[src/rtl/dpram_36k_port_arbiter_if.sv]
// rtl/dpram_36k_port_arbiter_if.sv - requester and RAM-port signal bundle for the DPRAM port arbiter
//
// Groups both sides of the arbiter:
//   requester side : req0/req1, we0/we1, addr0/addr1, wdata0/wdata1 (in to arbiter)
//                    gnt0/gnt1, rvalid0/rvalid1, rdata0/rdata1 (out of arbiter)
//   RAM port side  : ram_wen, ram_ren, ram_wr_addr, ram_rd_addr, ram_wdata (out of arbiter)
//                    ram_rdata (in to arbiter, from the block RAM read port)
// slave  modport : the arbiter.
// master modport : the clients plus the block RAM that surround it.
interface dpram_36k_port_arbiter_if #(
  parameter int ADDR_WIDTH = 10,
  parameter int DATA_WIDTH = 36
);
  logic                  req0;
  logic                  req1;
  logic                  we0;
  logic                  we1;
  logic [ADDR_WIDTH-1:0] addr0;
  logic [ADDR_WIDTH-1:0] addr1;
  logic [DATA_WIDTH-1:0] wdata0;
  logic [DATA_WIDTH-1:0] wdata1;

  logic                  gnt0;
  logic                  gnt1;
  logic                  rvalid0;
  logic                  rvalid1;
  logic [DATA_WIDTH-1:0] rdata0;
  logic [DATA_WIDTH-1:0] rdata1;

  logic                  ram_wen;
  logic                  ram_ren;
  logic [ADDR_WIDTH-1:0] ram_wr_addr;
  logic [ADDR_WIDTH-1:0] ram_rd_addr;
  logic [DATA_WIDTH-1:0] ram_wdata;
  logic [DATA_WIDTH-1:0] ram_rdata;

  modport slave (
    input  req0, req1, we0, we1, addr0, addr1, wdata0, wdata1, ram_rdata,
    output gnt0, gnt1, rvalid0, rvalid1, rdata0, rdata1,
           ram_wen, ram_ren, ram_wr_addr, ram_rd_addr, ram_wdata
  );

  modport master (
    output req0, req1, we0, we1, addr0, addr1, wdata0, wdata1, ram_rdata,
    input  gnt0, gnt1, rvalid0, rvalid1, rdata0, rdata1,
           ram_wen, ram_ren, ram_wr_addr, ram_rd_addr, ram_wdata
  );
endinterface

[src/rtl/dpram_36k_port_arbiter.sv]
// rtl/dpram_36k_port_arbiter.sv - two-requester round-robin arbiter for one block RAM port
//
// Time-shares the write+read channel pair of one block RAM port between two
// requesters, one single-word command per cycle.
//   clk : single rising-edge clock for arbiter and RAM port
//   rst : asynchronous, active-high reset
//   bus : dpram_36k_port_arbiter_if.slave
//         gnt0/gnt1     combinational accept, gated low during reset
//         ram_*         registered command onto the RAM port (one cycle after grant)
//         rvalid/rdata  registered read return, RD_LATENCY+2 cycles after grant
module dpram_36k_port_arbiter #(
  parameter int ADDR_WIDTH = 10,
  parameter int DATA_WIDTH = 36,
  parameter int RD_LATENCY = 1
) (
  input  logic                     clk,
  input  logic                     rst,
  dpram_36k_port_arbiter_if.slave  bus
);

  // One tag stage per cycle between grant and the cycle RAM read data is valid.
  localparam int STAGES = RD_LATENCY + 1;
  localparam int LAST   = STAGES - 1;

  typedef enum logic {
    PRIO_0 = 1'b0,
    PRIO_1 = 1'b1
  } prio_e;

  prio_e                 prio_q;
  prio_e                 prio_d;
  logic                  gnt0;
  logic                  gnt1;
  logic                  grant;

  logic                  cmd_we;
  logic [ADDR_WIDTH-1:0] cmd_addr;
  logic [DATA_WIDTH-1:0] cmd_wdata;

  logic                  ram_wen_q;
  logic                  ram_ren_q;
  logic [ADDR_WIDTH-1:0] ram_wr_addr_q;
  logic [ADDR_WIDTH-1:0] ram_rd_addr_q;
  logic [DATA_WIDTH-1:0] ram_wdata_q;

  logic [STAGES-1:0]     tag_vld;
  logic [STAGES-1:0]     tag_id;

  logic                  rvalid0_q;
  logic                  rvalid1_q;
  logic [DATA_WIDTH-1:0] rdata0_q;
  logic [DATA_WIDTH-1:0] rdata1_q;

  logic                  ret0;
  logic                  ret1;

  // Priority register.
  always_ff @(posedge clk or posedge rst) begin
    if (rst) begin
      prio_q <= PRIO_0;
    end else begin
      prio_q <= prio_d;
    end
  end

  // Grant decision and next priority. Only req/prio feed the grant so that
  // client payload timing never reaches the grant path.
  always_comb begin
    prio_d = prio_q;
    gnt0   = 1'b0;
    gnt1   = 1'b0;
    if (!rst) begin
      if (bus.req0 && (!bus.req1 || prio_q == PRIO_0)) begin
        gnt0 = 1'b1;
      end else if (bus.req1) begin
        gnt1 = 1'b1;
      end
    end
    if (gnt0) begin
      prio_d = PRIO_1;
    end else if (gnt1) begin
      prio_d = PRIO_0;
    end
  end

  assign grant = gnt0 | gnt1;

  // Granted command selection; with no grant the mux value is don't-care.
  always_comb begin
    cmd_we    = bus.we0;
    cmd_addr  = bus.addr0;
    cmd_wdata = bus.wdata0;
    if (gnt1) begin
      cmd_we    = bus.we1;
      cmd_addr  = bus.addr1;
      cmd_wdata = bus.wdata1;
    end
  end

  // RAM port command register. Address/data only load on their own strobe
  // so the port holds steady while idle.
  always_ff @(posedge clk or posedge rst) begin
    if (rst) begin
      ram_wen_q     <= 1'b0;
      ram_ren_q     <= 1'b0;
      ram_wr_addr_q <= '0;
      ram_rd_addr_q <= '0;
      ram_wdata_q   <= '0;
    end else begin
      ram_wen_q <= grant && cmd_we;
      ram_ren_q <= grant && !cmd_we;
      if (grant && cmd_we) begin
        ram_wr_addr_q <= cmd_addr;
        ram_wdata_q   <= cmd_wdata;
      end
      if (grant && !cmd_we) begin
        ram_rd_addr_q <= cmd_addr;
      end
    end
  end

  // Read tag pipeline: stage 0 lines up with the RAM command, the last stage
  // lines up with valid RAM read data. Reset drops in-flight reads.
  always_ff @(posedge clk or posedge rst) begin
    if (rst) begin
      tag_vld <= '0;
      tag_id  <= '0;
    end else begin
      tag_vld <= {tag_vld[STAGES-2:0], grant && !cmd_we};
      tag_id  <= {tag_id[STAGES-2:0], gnt1};
    end
  end

  assign ret0 = tag_vld[LAST] && !tag_id[LAST];
  assign ret1 = tag_vld[LAST] &&  tag_id[LAST];

  // Read return: steer RAM data to the tagged requester only.
  always_ff @(posedge clk or posedge rst) begin
    if (rst) begin
      rvalid0_q <= 1'b0;
      rvalid1_q <= 1'b0;
      rdata0_q  <= '0;
      rdata1_q  <= '0;
    end else begin
      rvalid0_q <= ret0;
      rvalid1_q <= ret1;
      if (ret0) begin
        rdata0_q <= bus.ram_rdata;
      end
      if (ret1) begin
        rdata1_q <= bus.ram_rdata;
      end
    end
  end

  assign bus.gnt0        = gnt0;
  assign bus.gnt1        = gnt1;
  assign bus.ram_wen     = ram_wen_q;
  assign bus.ram_ren     = ram_ren_q;
  assign bus.ram_wr_addr = ram_wr_addr_q;
  assign bus.ram_rd_addr = ram_rd_addr_q;
  assign bus.ram_wdata   = ram_wdata_q;
  assign bus.rvalid0     = rvalid0_q;
  assign bus.rvalid1     = rvalid1_q;
  assign bus.rdata0      = rdata0_q;
  assign bus.rdata1      = rdata1_q;

endmodule

[src/flat_wrapper.sv]
// flat-port wrapper written by rule: the top's interface ports become plain ports
module dpram_36k_port_arbiter_flat 
#(
  parameter int ADDR_WIDTH = 10,
  parameter int DATA_WIDTH = 36,
  parameter int RD_LATENCY = 1
)
  (clk, rst, bus_req0, bus_req1, bus_we0, bus_we1, bus_addr0, bus_addr1, bus_wdata0, bus_wdata1, bus_ram_rdata, bus_gnt0, bus_gnt1, bus_rvalid0, bus_rvalid1, bus_rdata0, bus_rdata1, bus_ram_wen, bus_ram_ren, bus_ram_wr_addr, bus_ram_rd_addr, bus_ram_wdata);
  dpram_36k_port_arbiter_if #(.ADDR_WIDTH(ADDR_WIDTH), .DATA_WIDTH(DATA_WIDTH)) bus_i ();
  input  logic clk;
  input  logic rst;
  input wire logic [$bits(bus_i.req0)-1:0] bus_req0;
  input wire logic [$bits(bus_i.req1)-1:0] bus_req1;
  input wire logic [$bits(bus_i.we0)-1:0] bus_we0;
  input wire logic [$bits(bus_i.we1)-1:0] bus_we1;
  input wire logic [$bits(bus_i.addr0)-1:0] bus_addr0;
  input wire logic [$bits(bus_i.addr1)-1:0] bus_addr1;
  input wire logic [$bits(bus_i.wdata0)-1:0] bus_wdata0;
  input wire logic [$bits(bus_i.wdata1)-1:0] bus_wdata1;
  input wire logic [$bits(bus_i.ram_rdata)-1:0] bus_ram_rdata;
  output wire logic [$bits(bus_i.gnt0)-1:0] bus_gnt0;
  output wire logic [$bits(bus_i.gnt1)-1:0] bus_gnt1;
  output wire logic [$bits(bus_i.rvalid0)-1:0] bus_rvalid0;
  output wire logic [$bits(bus_i.rvalid1)-1:0] bus_rvalid1;
  output wire logic [$bits(bus_i.rdata0)-1:0] bus_rdata0;
  output wire logic [$bits(bus_i.rdata1)-1:0] bus_rdata1;
  output wire logic [$bits(bus_i.ram_wen)-1:0] bus_ram_wen;
  output wire logic [$bits(bus_i.ram_ren)-1:0] bus_ram_ren;
  output wire logic [$bits(bus_i.ram_wr_addr)-1:0] bus_ram_wr_addr;
  output wire logic [$bits(bus_i.ram_rd_addr)-1:0] bus_ram_rd_addr;
  output wire logic [$bits(bus_i.ram_wdata)-1:0] bus_ram_wdata;
  assign bus_i.req0 = bus_req0;
  assign bus_i.req1 = bus_req1;
  assign bus_i.we0 = bus_we0;
  assign bus_i.we1 = bus_we1;
  assign bus_i.addr0 = bus_addr0;
  assign bus_i.addr1 = bus_addr1;
  assign bus_i.wdata0 = bus_wdata0;
  assign bus_i.wdata1 = bus_wdata1;
  assign bus_i.ram_rdata = bus_ram_rdata;
  assign bus_gnt0 = bus_i.gnt0;
  assign bus_gnt1 = bus_i.gnt1;
  assign bus_rvalid0 = bus_i.rvalid0;
  assign bus_rvalid1 = bus_i.rvalid1;
  assign bus_rdata0 = bus_i.rdata0;
  assign bus_rdata1 = bus_i.rdata1;
  assign bus_ram_wen = bus_i.ram_wen;
  assign bus_ram_ren = bus_i.ram_ren;
  assign bus_ram_wr_addr = bus_i.ram_wr_addr;
  assign bus_ram_rd_addr = bus_i.ram_rd_addr;
  assign bus_ram_wdata = bus_i.ram_wdata;
  dpram_36k_port_arbiter #(.ADDR_WIDTH(ADDR_WIDTH), .DATA_WIDTH(DATA_WIDTH), .RD_LATENCY(RD_LATENCY)) u_core (.clk(clk), .rst(rst), .bus(bus_i));
endmodule
[config.mk]
export PLATFORM = sky130hd
export DESIGN_NAME = dpram_36k_port_arbiter_flat
export DESIGN_NICKNAME = d
export VERILOG_FILES = /design/src/rtl/dpram_36k_port_arbiter_if.sv /design/src/rtl/dpram_36k_port_arbiter.sv /design/src/flat_wrapper.sv
export SDC_FILE = /design/constraint.sdc
export NUM_CORES = 1
export LEC_CHECK = 0
export ABC_AREA = 1
export ABC_CLOCK_PERIOD_IN_PS = 10400
export CORE_MARGIN = 2
export CORE_UTILIZATION = 45
export CTS_CLUSTER_DIAMETER = 150
export DETAILED_ROUTE_END_ITERATION = 12
export GPL_TIMING_DRIVEN = 0
export PLACE_DENSITY = 0.94
export SLEW_MARGIN = 25
export SYNTH_ARGS = -nofsm -noshare
export SYNTH_HDL_FRONTEND = slang
export SYNTH_SLANG_ARGS = --single-unit
[constraint.sdc]
create_clock -name clk -period 10.4 [get_ports clk]
set_input_delay 1.56 -clock clk [delete_from_list [all_inputs] [get_ports clk]]
set_output_delay 1.56 -clock clk [all_outputs]
set_load 0.1 [all_outputs]
==> metrics.csv <==
metric,value,unit
CTS-repair resized insts,0,
post-route clock period utilization,54.79,%
"area leader, netlist",dfrtp_1,
number of H-tree levels,4,
GP Congestion,0.8715,
unrepaired setup endpoints after global routing,false,
via count,5947,
share of total power consumed by net switching,52.03,%
Net Switching,1.445,mW
global-route usage over all layers,27.95,%
number of standard cells after synthesis,697,
count of different cell masters after synthesis,16,
category of the critical setup timing path,in -> out,
max cap viols,0,
signal arrival time at the worst endpoint,4.14,ns
transition time at the pin with the least slew margin,1.079,ns
final routed wire length divided by cell count,16.39,um
DR DRC count,0,
cell at the root of the clock tree,clkbuf_16,
register area share after synthesis,58.28,%
largest driver fanout on the critical path,10,
"number of placed instances, taps included",1137,
Synth top area share,58.28,%
total of buffers placed on input and output ports,267,
synth warn,0,
mean post-synth cell area,8.378,um2
Setup Skew,0.006367,ns
number of global-route vias before repair,5876,
number of clock sinks,136,
TritonCTS clock tree,yes,
fraction of power consumed by the clock network,21.4,%
global-route wire length before repair,30430,um
number of enable flip-flop cells after synthesis,0,
"number of standard cells in the layout, taps in and fillers out",1168,
final hold vios,0,
count of nets left with antenna violations after detail routing,0,
setup bufs post-CTS,0,
clock slew at the register clock pins of the worst setup and hold paths,0.06,ns
remaining global-route overflow,0,
Peak supply drop,122.1,uV
syn_nets,831,
Tmin final,5.698,ns
I/O pins,268,
HP Class,reg -> reg,
run status,finished clean,
leakage dissipation,4.641,nW
initial antenna violation count,0,
total power density per cell area,297.2,nW/um2
cells taking the most area after synthesis,"dfrtp_1, nand2_1, nand3_1, o21ai_0, inv_1",
setup TNS,0,ns
Seq pwr share,26.2,%
wire length reported by the detailed router,19150,um
CORE AREA,12620,um2
Post-CTS Hold Buffers,0,
combined area of all synthesized cells,5839,um2
combinational cell fraction of total power,52.3,%
ant diodes,0,
Die Footprint,13900,um2
via-per-instance ratio,5.092,
Crit. End Element,primary output,
dominant register cell in the synthesized netlist,dfrtp_1,
Initial DRC Count,485,
Int Power,1.332,mW
data required time of the worst path,8.84,ns
fraction of final layout cells sized beyond drive strength 1,7.028,%
first-pass detailed-route iteration total,7,
Fmax,175.5,MHz
floorplan die width,117.9,um
number of clock buffers inserted by TritonCTS,17,
total setup violations reported at the end of the flow,0,
synth-to-layout area growth,60.02,%
maximum number of buffers from clock root to sink,2,
starting density of the core,46.27,%
crit path launch type,primary input,
worst slew slack as a fraction of its limit,27.87,%
Die Y,117.9,um
pins over their slew limit,0,
share of synthesized registers carrying an async set or reset,100.0,%
nets@finish,1118,
largest net degree at the start of global routing,81,
clock network latency to the later pin of the worst-skew pair,0.41,ns
standard-cell row count,41,
flip-flop and latch count after synthesis,136,
final HPWL from detailed placement,14510,um
[flip-flops by register name, indices dropped and copies added (netlist names)]
name and count:
u_core.bus.ram_wdata 36, u_core.bus.rdata0 36, u_core.bus.rdata1 36, u_core.bus.ram_rd_addr 10
u_core.bus.ram_wr_addr 10, u_core.tag_id 2, u_core.tag_vld 2, u_core.bus.ram_wen 1
u_core.bus.rvalid0 1, u_core.bus.rvalid1 1, u_core.prio_q 1
[per-layer routing]
metal | part of all wire, % | global-route usage (%) | up-vias
li1 | - | - | 2775
met1 | 39 | 32.47 | 2798
met2 | 49 | 47.86 | 327
met3 | 8.8 | 7.946 | 47
met4 | 3.1 | 12.88 | 0
met5 | 0 | 0 | -
[synthesized netlist by cell type, types with 2 or more instances]
master,count
nand3_1,106
o21ai_0,66
dfrtp_1,136
inv_1,46
nand2_1,284
inv_2,2
buf_4,12
clkbuf_1,14
buf_2,15
nand2_2,3
buf_6,3
o21ai_1,6
[cell usage in the layout (no fill, tap or decap), drive strengths merged]
cell type,instances
buf,32
bufinv,2
clkbuf,32
clkdlybuf4s50,267
clkinv,5
clkinvlp,2
dfrtp,136
inv,52
nand2,287
nand3,107
nor2,2
o21ai,72
[worst max-delay path: stages]
cell and delay, ns:
clkdlybuf4s50_1 0.59, nor2_4 0.24, nand2_2 0.10, buf_4 0.20, buf_2 0.20, inv_1 0.08, clkdlybuf4s50_1 1.15
[power groups by stage]
stage                     Sequential (mW)  Combinational, mW  Clock, mW
after floorplan                      1.64              0.159          0
after global placement              0.727               1.43          0
after detailed placement            0.733               1.46          0
after CTS                           0.727               1.46      0.600
after global routing                0.742               1.50      0.621
final                               0.729               1.45      0.595
[final timing paths]
check,start,end,slack [ns],cells past startpoint
setup reg to reg,u_core.prio_q$_DFFE_PP0P_,u_core.bus.ram_wdata[3]$_DFFE_PP0P_,8.85,9
setup / recovery,rst,bus_gnt1,4.70,7
min in group asynchronous,rst,u_core.prio_q$_DFFE_PP0P_,1.72,2
hold reg to reg,u_core.tag_vld[0]$_DFF_PP0_,u_core.tag_vld[1]$_DFF_PP0_,0.38,0
hold / removal,u_core.tag_vld[0]$_DFF_PP0_,u_core.tag_vld[1]$_DFF_PP0_,0.38,0
max in group asynchronous,rst,u_core.bus.rdata1[0]$_DFFE_PP0P_,7.95,3
[cells by family after synthesis]
group / share of synthesized area (%)
simple gates: 28.09
flops: 58.28
buf+inv: 7.457
compound gates: 6.171
[through the flow]
stage	setup slack [ns]	power [mW]	cell area, um2	util [%]	hold WS (ns)
floorplan	3.363	1.795	5839	-	0.3312
global placement	1.229	2.160	8727	69.16	0.3577
detailed placement	4.712	2.188	8762	69.43	0.3623
CTS	4.707	2.785	9344	74.04	0.3762
global route	4.640	2.863	9344	74.04	0.3881
finish	4.702	2.777	9344	74.04	0.3754
[cell type report]
class                           count  area [um2]
Buffer                             45       255.2
Sequential cell                   136        3403
Tap cell                          172       215.2
Clock inverter                     13       142.6
Inverter                           48       187.7
Timing Repair Buffer              268        2700
Clock buffer                       18       439.2
Fill cell                         871        3276
Multi-Input combinational cell    468        2001
No activity file was read; power rests on OpenSTA's default activity.
